## config.mk

```make
export PLATFORM = sky130hd
export DESIGN_NAME = bitslam_sequencer
export DESIGN_NICKNAME = d
export VERILOG_FILES = /design/src/rtl/bitslam_sequencer.sv
export SDC_FILE = /design/constraint.sdc
export NUM_CORES = 1
export LEC_CHECK = 0
export ABC_AREA = 0
export CAP_MARGIN = 20
export CORE_ASPECT_RATIO = 0.6
export CORE_UTILIZATION = 55
export CTS_BUF_LIST = sky130_fd_sc_hd__clkbuf_8
export DETAILED_ROUTE_END_ITERATION = 12
export PLACE_DENSITY = 0.78
export REMOVE_ABC_BUFFERS = 1
export SLEW_MARGIN = 20
export SYNTH_ARGS = -nofsm -noshare
export SYNTH_HDL_FRONTEND = slang
export SYNTH_SLANG_ARGS = --single-unit
```

## constraint.sdc

```tcl
create_clock -name i_clk -period 2.1 [get_ports i_clk]
set_input_delay 0.21 -clock i_clk [delete_from_list [all_inputs] [get_ports i_clk]]
set_output_delay 0.21 -clock i_clk [all_outputs]
set_load 0.02 [all_outputs]
```

## src/rtl/bitslam_sequencer.sv

```systemverilog
// Step sequencer and host arbiter for the two-voice bitslam register bus.
// Plays per-step divider pairs into voice0/voice1 at a programmable tempo and interleaves host beats.
module bitslam_sequencer #(
    parameter int STEPS   = 16,
    parameter int STEP_W  = 4,
    parameter int TEMPO_W = 16
) (
    input  logic               i_clk,
    input  logic               i_rst,
    input  logic               i_run,
    input  logic [TEMPO_W-1:0] i_tempo_div,
    input  logic [STEP_W-1:0]  i_seq_len,
    input  logic               i_pat_we,
    input  logic [STEP_W-1:0]  i_pat_addr,
    input  logic [11:0]        i_pat_wdata,
    input  logic               i_host_req,
    input  logic               i_host_sel,
    input  logic [5:0]         i_host_data,
    output logic               o_host_ack,
    output logic               o_bus_sel,
    output logic [5:0]         o_bus_data,
    output logic [STEP_W-1:0]  o_step,
    output logic               o_busy,
    output logic               o_overrun
);

    typedef enum logic [2:0] {
        S_IDLE,
        S_HOST,
        S_A0,
        S_D0,
        S_A1,
        S_D1,
        S_RA
    } state_t;

    localparam logic [STEP_W:0] LP_STEPS = (STEP_W + 1)'(STEPS);

    state_t             r_state;
    state_t             w_next;
    logic [TEMPO_W-1:0] r_count;
    logic               r_pending;
    logic               r_overrun;
    logic [1:0]         r_shadow;
    logic [STEP_W-1:0]  r_step;
    logic [11:0]        r_ram [STEPS];
    logic               r_bus_sel;
    logic [5:0]         r_bus_data;
    logic               r_host_ack;
    logic               r_busy;

    logic               w_tick;
    logic               w_consume;
    logic               w_shadow_we;
    logic               w_bus_sel;
    logic [5:0]         w_bus_data;
    logic               w_host_ack;
    logic [11:0]        w_rd;
    logic [STEP_W:0]    w_eff_len;
    logic [STEP_W:0]    w_step_inc;
    logic [STEP_W-1:0]  w_step_next;

    assign w_tick      = i_run && (r_count == i_tempo_div);
    assign w_rd        = r_ram[r_step];
    assign w_eff_len   = (i_seq_len == '0) ? LP_STEPS : {1'b0, i_seq_len};
    assign w_step_inc  = {1'b0, r_step} + (STEP_W + 1)'(1);
    // The >= compare also folds a step left beyond a shrunken seq_len back to 0.
    assign w_step_next = (w_step_inc >= w_eff_len) ? '0 : w_step_inc[STEP_W-1:0];
    assign w_consume   = (r_state == S_IDLE) && !i_host_req && r_pending;
    assign w_shadow_we = (r_state == S_IDLE) && i_host_req && !i_host_sel;

    always_ff @(posedge i_clk) begin
        if (i_pat_we) begin
            r_ram[i_pat_addr] <= i_pat_wdata;
        end
    end

    always_ff @(posedge i_clk) begin
        if (i_rst) begin
            r_count   <= '0;
            r_pending <= 1'b0;
            r_overrun <= 1'b0;
        end else begin
            if (!i_run || w_tick) begin
                r_count <= '0;
            end else begin
                r_count <= r_count + TEMPO_W'(1);
            end
            if (w_tick) begin
                r_pending <= 1'b1;
            end else if (w_consume) begin
                r_pending <= 1'b0;
            end
            if (w_tick && r_pending) begin
                r_overrun <= 1'b1;
            end
        end
    end

    // Bus outputs are decoded from the next state so each beat is visible in its own state's cycle.
    always_comb begin
        w_next     = r_state;
        w_bus_sel  = 1'b0;
        w_bus_data = 6'h00;
        w_host_ack = 1'b0;
        case (r_state)
            S_IDLE: begin
                if (i_host_req) begin
                    w_next = S_HOST;
                end else if (r_pending) begin
                    w_next = S_A0;
                end
            end
            S_HOST:  w_next = S_IDLE;
            S_A0:    w_next = S_D0;
            S_D0:    w_next = S_A1;
            S_A1:    w_next = S_D1;
            S_D1:    w_next = S_RA;
            S_RA:    w_next = S_IDLE;
            default: w_next = S_IDLE;
        endcase
        case (w_next)
            S_IDLE:  w_bus_data = {4'b0, r_shadow};
            S_HOST: begin
                w_bus_sel  = i_host_sel;
                w_bus_data = i_host_data;
                w_host_ack = 1'b1;
            end
            S_A0:    w_bus_data = 6'h00;
            S_D0: begin
                w_bus_sel  = 1'b1;
                w_bus_data = w_rd[5:0];
            end
            S_A1:    w_bus_data = 6'h02;
            S_D1: begin
                w_bus_sel  = 1'b1;
                w_bus_data = w_rd[11:6];
            end
            S_RA:    w_bus_data = {4'b0, r_shadow};
            default: w_bus_data = 6'h00;
        endcase
    end

    always_ff @(posedge i_clk) begin
        if (i_rst) begin
            r_state    <= S_IDLE;
            r_bus_sel  <= 1'b0;
            r_bus_data <= 6'h00;
            r_host_ack <= 1'b0;
            r_busy     <= 1'b0;
            r_shadow   <= 2'b00;
            r_step     <= '0;
        end else begin
            r_state    <= w_next;
            r_bus_sel  <= w_bus_sel;
            r_bus_data <= w_bus_data;
            r_host_ack <= w_host_ack;
            r_busy     <= (w_next != S_IDLE);
            if (w_shadow_we) begin
                r_shadow <= i_host_data[1:0];
            end
            if (r_state == S_D1) begin
                r_step <= w_step_next;
            end
        end
    end

    assign o_host_ack = r_host_ack;
    assign o_bus_sel  = r_bus_sel;
    assign o_bus_data = r_bus_data;
    assign o_step     = r_step;
    assign o_busy     = r_busy;
    assign o_overrun  = r_overrun;

endmodule

```

==> run metrics, run 1 <==
outcome finished, final reports clean; area post-placement 0.0105 mm^2; largest stage delay on the critical path 530 ps; number of buffers created by CTS 34; horizontal extent of the die 169 um; area taken by flip-flops and latches 0.00657 mm^2; number of search-and-repair iterations in the first detailed-routing pass 5; buffers plus inverters on the worst setup path 1; area added between synthesis and finish 19.9%; hold slack 343 ps; Antenna Nets Post-Route 0; buffers from clock root to sink, at most 3; Layout Cell Area excl Fill 0.0111 mm^2; Synth Warn # 0; Met3 Routed Length 1680 um; transition at the pin with the smallest max-transition slack 543 ps; critical-path maximum fanout 10; first-iteration detailed-routing DRC count 594; sinks on the clock net 232; fin worst setup slack 60.8 ps; Max Slew Vio Count 0; Total Wirelength 19400 um; ANT cells 0; Post-Route Setup TNS 0 ps; clock transition at the register clock pins on the worst setup and hold paths after CTS 70 ps; slowest cell on the critical path mux4_2; core region area 0.0164 mm^2; clk_lat worst skew 500 ps; final RePlAce weighted congestion 0.827; HPWL after detailed placement 12000 um; most common flop cell mapped by yosys edfxtp_1; count of unresolved DRC violations after routing 0; Row Count 36; Flop pwr share 0.589; starting utilization of the core area 0.566; sequence of cells on the critical path buf_12 -> mux4_2 -> mux4_2 -> nand2_1 -> o211ai_1; number of filler cells placed in the layout 1057; maximum ir drop on the vdd rail 0.472 mV; depth of the worst hold-timing path 3; most used cells in the layout excluding fill and tap cells 192 x edfxtp_1, 61 x clkdlybuf4s50_1, 55 x mux4_2; placement-stage worst setup slack -184 ps; Overflow after GRT 0; vias per cell 5.87; Hold Vio Cnt, Final 0; relative slew slack 0.637; number of logic stages on the critical path including buffering 5; internal power contribution 6.86 mW; number of antenna violations at the first check in global routing 0; setup repair after global routing missed its margin false; net switching power 1.80 mW; Req. time, crit path 2470 ps; Root Buffer Master clkbuf_8; via count of the first global-routing pass 5168; synthesized area per cell 17.7 um^2; area used by multi-input combinational logic 0.00254 mm^2; number of buffers inserted for hold repair after clock tree synthesis 0; sort of element at the end of the critical path flip-flop; floorplan die height 102 um; Power Density 780 mW/mm^2; fin crit share 0.971; Achievable Freq 490 MHz; CP delay by family, top multiplexers; total via count after detailed routing 5204; Final min period 2040 ps; category of the worst setup path launch point flip-flop; register-to-register setup slack 60 ps; maximum number of pins on one net before global-route repair 39; final core utilization 0.678; summed instance area of the synthesized netlist 0.00925 mm^2; count of distinct cell types in the synthesized netlist 43; Worst EP arrival 2400 ps; EDFF count, synth 192; Total Routing Usage GR 0.236; crit-path most repeated cell mux4_2; hold crit path type in2reg; I/O pin cnt 62; share of synthesized flip-flops with an asynchronous set or reset 0; sequential share of the synthesized area 0.710; Setup CP Type reg2reg; routed len/inst 21.9 um; global-route wire length before repair 29400 um; Gate power share 0.041; Worst Clk Skew 21.2 ps; Max-cap violations 0; top layer reached by signal wires met4; CTS tree built; cell depth of the worst flop-to-flop path 5; total routed wire length on the met1 layer 8640 um; # nets final 689; WL met2 8920 um; share of post-route cells with drive strength above 1 0.214; H-tree depth 2; total setup violations reported at the end of the flow 0; most common cell after layout, fill and taps aside edfxtp_1; die area 0.0174 mm^2; #FFs+latches synth 232; quantity of I/O buffers inserted on ports 61; post-synthesis instance total 523; share of total power consumed by net switching 0.208; proportion of power drawn by the clock network 0.371; leakage power 3.59 nW
[per-stage QoR]
stage | instances | total power [mW]
floorplan | 500 | 5.30
global placement | 824 | 5.52
detailed placement | 824 | 5.54
CTS | 884 | 8.73
global route | 886 | 8.96
finish | 886 | 8.66
[metal layers]
layer  up-vias  track usage
met3        24       0.0496
met4         0       0.0596
met2       226        0.362
met5         -            0
li1       2290            -
met1      2664        0.351
[power by group through the flow]
| stage | clock, mW | combinational (mW) | sequential (mW) |
|---|---|---|---|
| global route | 3.48 | 0.378 | 5.10 |
| global placement | 0 | 0.338 | 5.19 |
| floorplan | 0 | 0.107 | 5.20 |
| finish | 3.21 | 0.351 | 5.10 |
| detailed placement | 0 | 0.350 | 5.19 |
| CTS | 3.29 | 0.352 | 5.09 |
[sequential cells by signal (all words and copies together) (netlist names), named ones only]
name,cells
o_overrun,1
o_busy,1
r_ram,192
o_bus_data,6
o_step,4
r_state,3
o_host_ack,1
r_pending,1
o_bus_sel,1
r_shadow,2
r_count,16
[worst register-to-register path, stage by stage (launching register included)]
cell      delay, ps
dfxtp_4         470
buf_12          190
mux4_2          540
mux4_2          530
nand2_1          90
o211ai_1         80
[Yosys cell counts, drive strengths merged (9+ instances only)]
cell / count / area, um^2
clkbuf: 10 / 42.5
edfxtp: 192 / 5770
inv: 12 / 45.0
nor2: 38 / 143
a21oi: 17 / 85.1
mux2i: 11 / 110
buf: 13 / 90.1
mux4: 55 / 1240
nand3: 9 / 45.0
xor2: 11 / 96.3
dfxtp: 40 / 801
xnor2: 21 / 184
nand2: 22 / 82.6
[final timing paths]
kind                        from             to
setup / recovery       flip-flop  o_bus_data[0]
hold / removal    i_host_data[0]    r_shadow[0]
setup reg to reg       flip-flop  o_bus_data[0]
hold reg to reg        o_overrun      o_overrun
[cells by family after synthesis]
group	synth area share
DFF	0.710
adders and majority gates	0.00947
xor gates and xnor gates	0.0303
and+or+nand+nor	0.0575
buffers and inverters	0.0192
AOI/OAI and AO/OA	0.0281
muxes	0.146
[cell type report]
class                           instances  share of cell area
Sequential cell                       232               0.592
Multi-Input combinational cell        256               0.229
Timing Repair Buffer                   98              0.0951
Clock buffer                           37              0.0459
Tap cell                              228              0.0257
Clock inverter                         23             0.00812
Inverter                               12             0.00406
[repair_timing]
item	CTS	global route
endpoints found under the setup margin	0	2
buffers inserted	0	2
gates resized for setup	0	3
(Power assumes the default switching activity.)
==> run 2: changes to the inputs <==
--- a/config.mk
+++ b/config.mk
@@ -12,7 +12,6 @@
 export CTS_BUF_LIST = sky130_fd_sc_hd__clkbuf_8
 export DETAILED_ROUTE_END_ITERATION = 12
 export PLACE_DENSITY = 0.78
-export REMOVE_ABC_BUFFERS = 1
 export SLEW_MARGIN = 20
 export SYNTH_ARGS = -nofsm -noshare
 export SYNTH_HDL_FRONTEND = slang
==> run metrics, run 2 (synthesized netlist as in run 1, its figures left out) <==
Power Density 809 mW/mm^2; total via count after detailed routing 5278; Row Count 36; buffers from clock root to sink, at most 3; Max-cap violations 0; Total Wirelength 20400 um; sort of element at the end of the critical path flip-flop; die area 0.0174 mm^2; outcome finished, final reports clean; net switching power 1.89 mW; number of buffers created by CTS 34; overall power consumption 9.01 mW; Root Buffer Master clkbuf_8; total routed wire length on the met1 layer 8870 um; number of antenna violations at the first check in global routing 0; top layer reached by signal wires met4; vias per cell 5.90; Setup CP Type reg2reg; proportion of power drawn by the clock network 0.394; number of search-and-repair iterations in the first detailed-routing pass 5; leakage power 3.63 nW; Flop pwr share 0.566; fin crit share 0.948; via count of the first global-routing pass 5177; Max Slew Vio Count 0; critical-path maximum fanout 5; buffers plus inverters on the worst setup path 0; CP delay by family, top compound AO/OA/AOI/OAI gates; area taken by flip-flops and latches 0.00657 mm^2; HPWL after detailed placement 13600 um; total setup violations reported at the end of the flow 0; WL met2 9420 um; CTS tree built; H-tree depth 2; sequence of cells on the critical path ha_1 -> ha_1 -> a21o_1 -> a21oi_2 -> o2111ai_1 -> a31oi_1; floorplan die height 102 um; core region area 0.0164 mm^2; I/O pin cnt 62; register with the most flip-flops r_ram; share of total power consumed by net switching 0.209; first-iteration detailed-routing DRC count 594; placement-stage worst setup slack -234 ps; area post-placement 0.0104 mm^2; transition at the pin with the smallest max-transition slack 598 ps; maximum ir drop on the vdd rail 0.515 mV; max reg flops 192; most used cells in the layout excluding fill and tap cells 192 x edfxtp_1, 61 x clkdlybuf4s50_1, 55 x mux4_2; setup repair after global routing missed its margin false; starting utilization of the core area 0.566; category of the worst setup path launch point flip-flop; count of unresolved DRC violations after routing 0; Hold Vio Cnt, Final 0; maximum number of pins on one net before global-route repair 36; area added between synthesis and finish 20.3%; Achievable Freq 502 MHz; # nets final 696; ANT cells 0; Total Routing Usage GR 0.242; number of filler cells placed in the layout 1041; slowest cell on the critical path dfxtp_1; quantity of I/O buffers inserted on ports 61; Req. time, crit path 2500 ps; post-synth net total 578; Worst EP arrival 2390 ps; final RePlAce weighted congestion 0.848; Gate power share 0.040; Final min period 1990 ps; largest stage delay on the critical path 400 ps; clock transition at the register clock pins on the worst setup and hold paths after CTS 60 ps; Worst Clk Skew 10.8 ps; crit-path most repeated cell ha_1; Antenna Nets Post-Route 0; horizontal extent of the die 169 um; hold crit path type in2reg; clk_lat worst skew 500 ps; internal power contribution 7.12 mW; most common cell after layout, fill and taps aside edfxtp_1; routed len/inst 22.8 um; global-route wire length before repair 30100 um; relative slew slack 0.600; Overflow after GRT 0; fin worst setup slack 109 ps; area used by multi-input combinational logic 0.00253 mm^2; share of post-route cells with drive strength above 1 0.236; sinks on the clock net 232; Met3 Routed Length 1730 um; register-to-register setup slack 110 ps; Layout Cell Area excl Fill 0.0111 mm^2
## run 2: changes by cell type in the layout (fill, tap and decap cells not counted), sizes merged
cell      delta
inv          -4
clkinvlp     +1
buf          +7
clkbuf       +7
clkinv       -3
## run 2: worst paths after layout
kind,startpoint,to,depth (start not counted)
worst max-delay path,o_step[1],flip-flop,6
worst min-delay path,i_host_data[0],r_shadow[0],3
worst max register to register,o_step[1],flip-flop,6
worst min register to register,o_overrun,o_overrun,2
## run 2: repair_timing
item                       CTS  global route
hold buffers                 0             0
setup endpoints to repair    0             3
buffers inserted             0             0
gates resized for setup      0             1
## run 2: per-layer routing
| layer | vias up | global-route usage |
|---|---|---|
| li1 | 2309 | - |
| met5 | - | 0 |
| met3 | 33 | 0.0519 |
| met1 | 2694 | 0.351 |
| met4 | 0 | 0.0665 |
| met2 | 242 | 0.378 |
## run 2: area by class of cell
type | count | share of cell area
Multi-Input combinational cell | 256 | 0.228
Sequential cell | 232 | 0.590
Clock inverter | 17 | 0.00663
Clock buffer | 44 | 0.0544
Inverter | 12 | 0.00405
Timing Repair Buffer | 105 | 0.0913
Tap cell | 228 | 0.0256
## run 2: power groups by stage
stage / combinational (mW) / clock (mW) / sequential [mW]
final: 0.357 / 3.55 / 5.10
after detailed placement: 0.353 / 0 / 5.20
after CTS: 0.354 / 3.60 / 5.10
after global placement: 0.338 / 0 / 5.19
after global routing: 0.381 / 3.79 / 5.10
after floorplan: 0.117 / 0 / 5.19
## run 2: metrics by stage
step / setup TNS, ps / hold slack [ps] / instances / utilization
2_1_floorplan: 0 / 309 / 523 / -
3_5_place_dp: -1210 / 463 / 833 / 0.639
6_report: 0 / 333 / 894 / 0.681
3_3_place_gp: -889 / 467 / 833 / 0.639
5_1_grt: 0 / 332 / 894 / 0.681
4_1_cts: 0 / 310 / 894 / 0.680
## run 2: worst register-to-register path, delay by kind of cell (launching register included)
kind | cells | cell delay (ps)
compound gates | 4 | 870
flops | 1 | 400
fa+ha+maj | 2 | 610
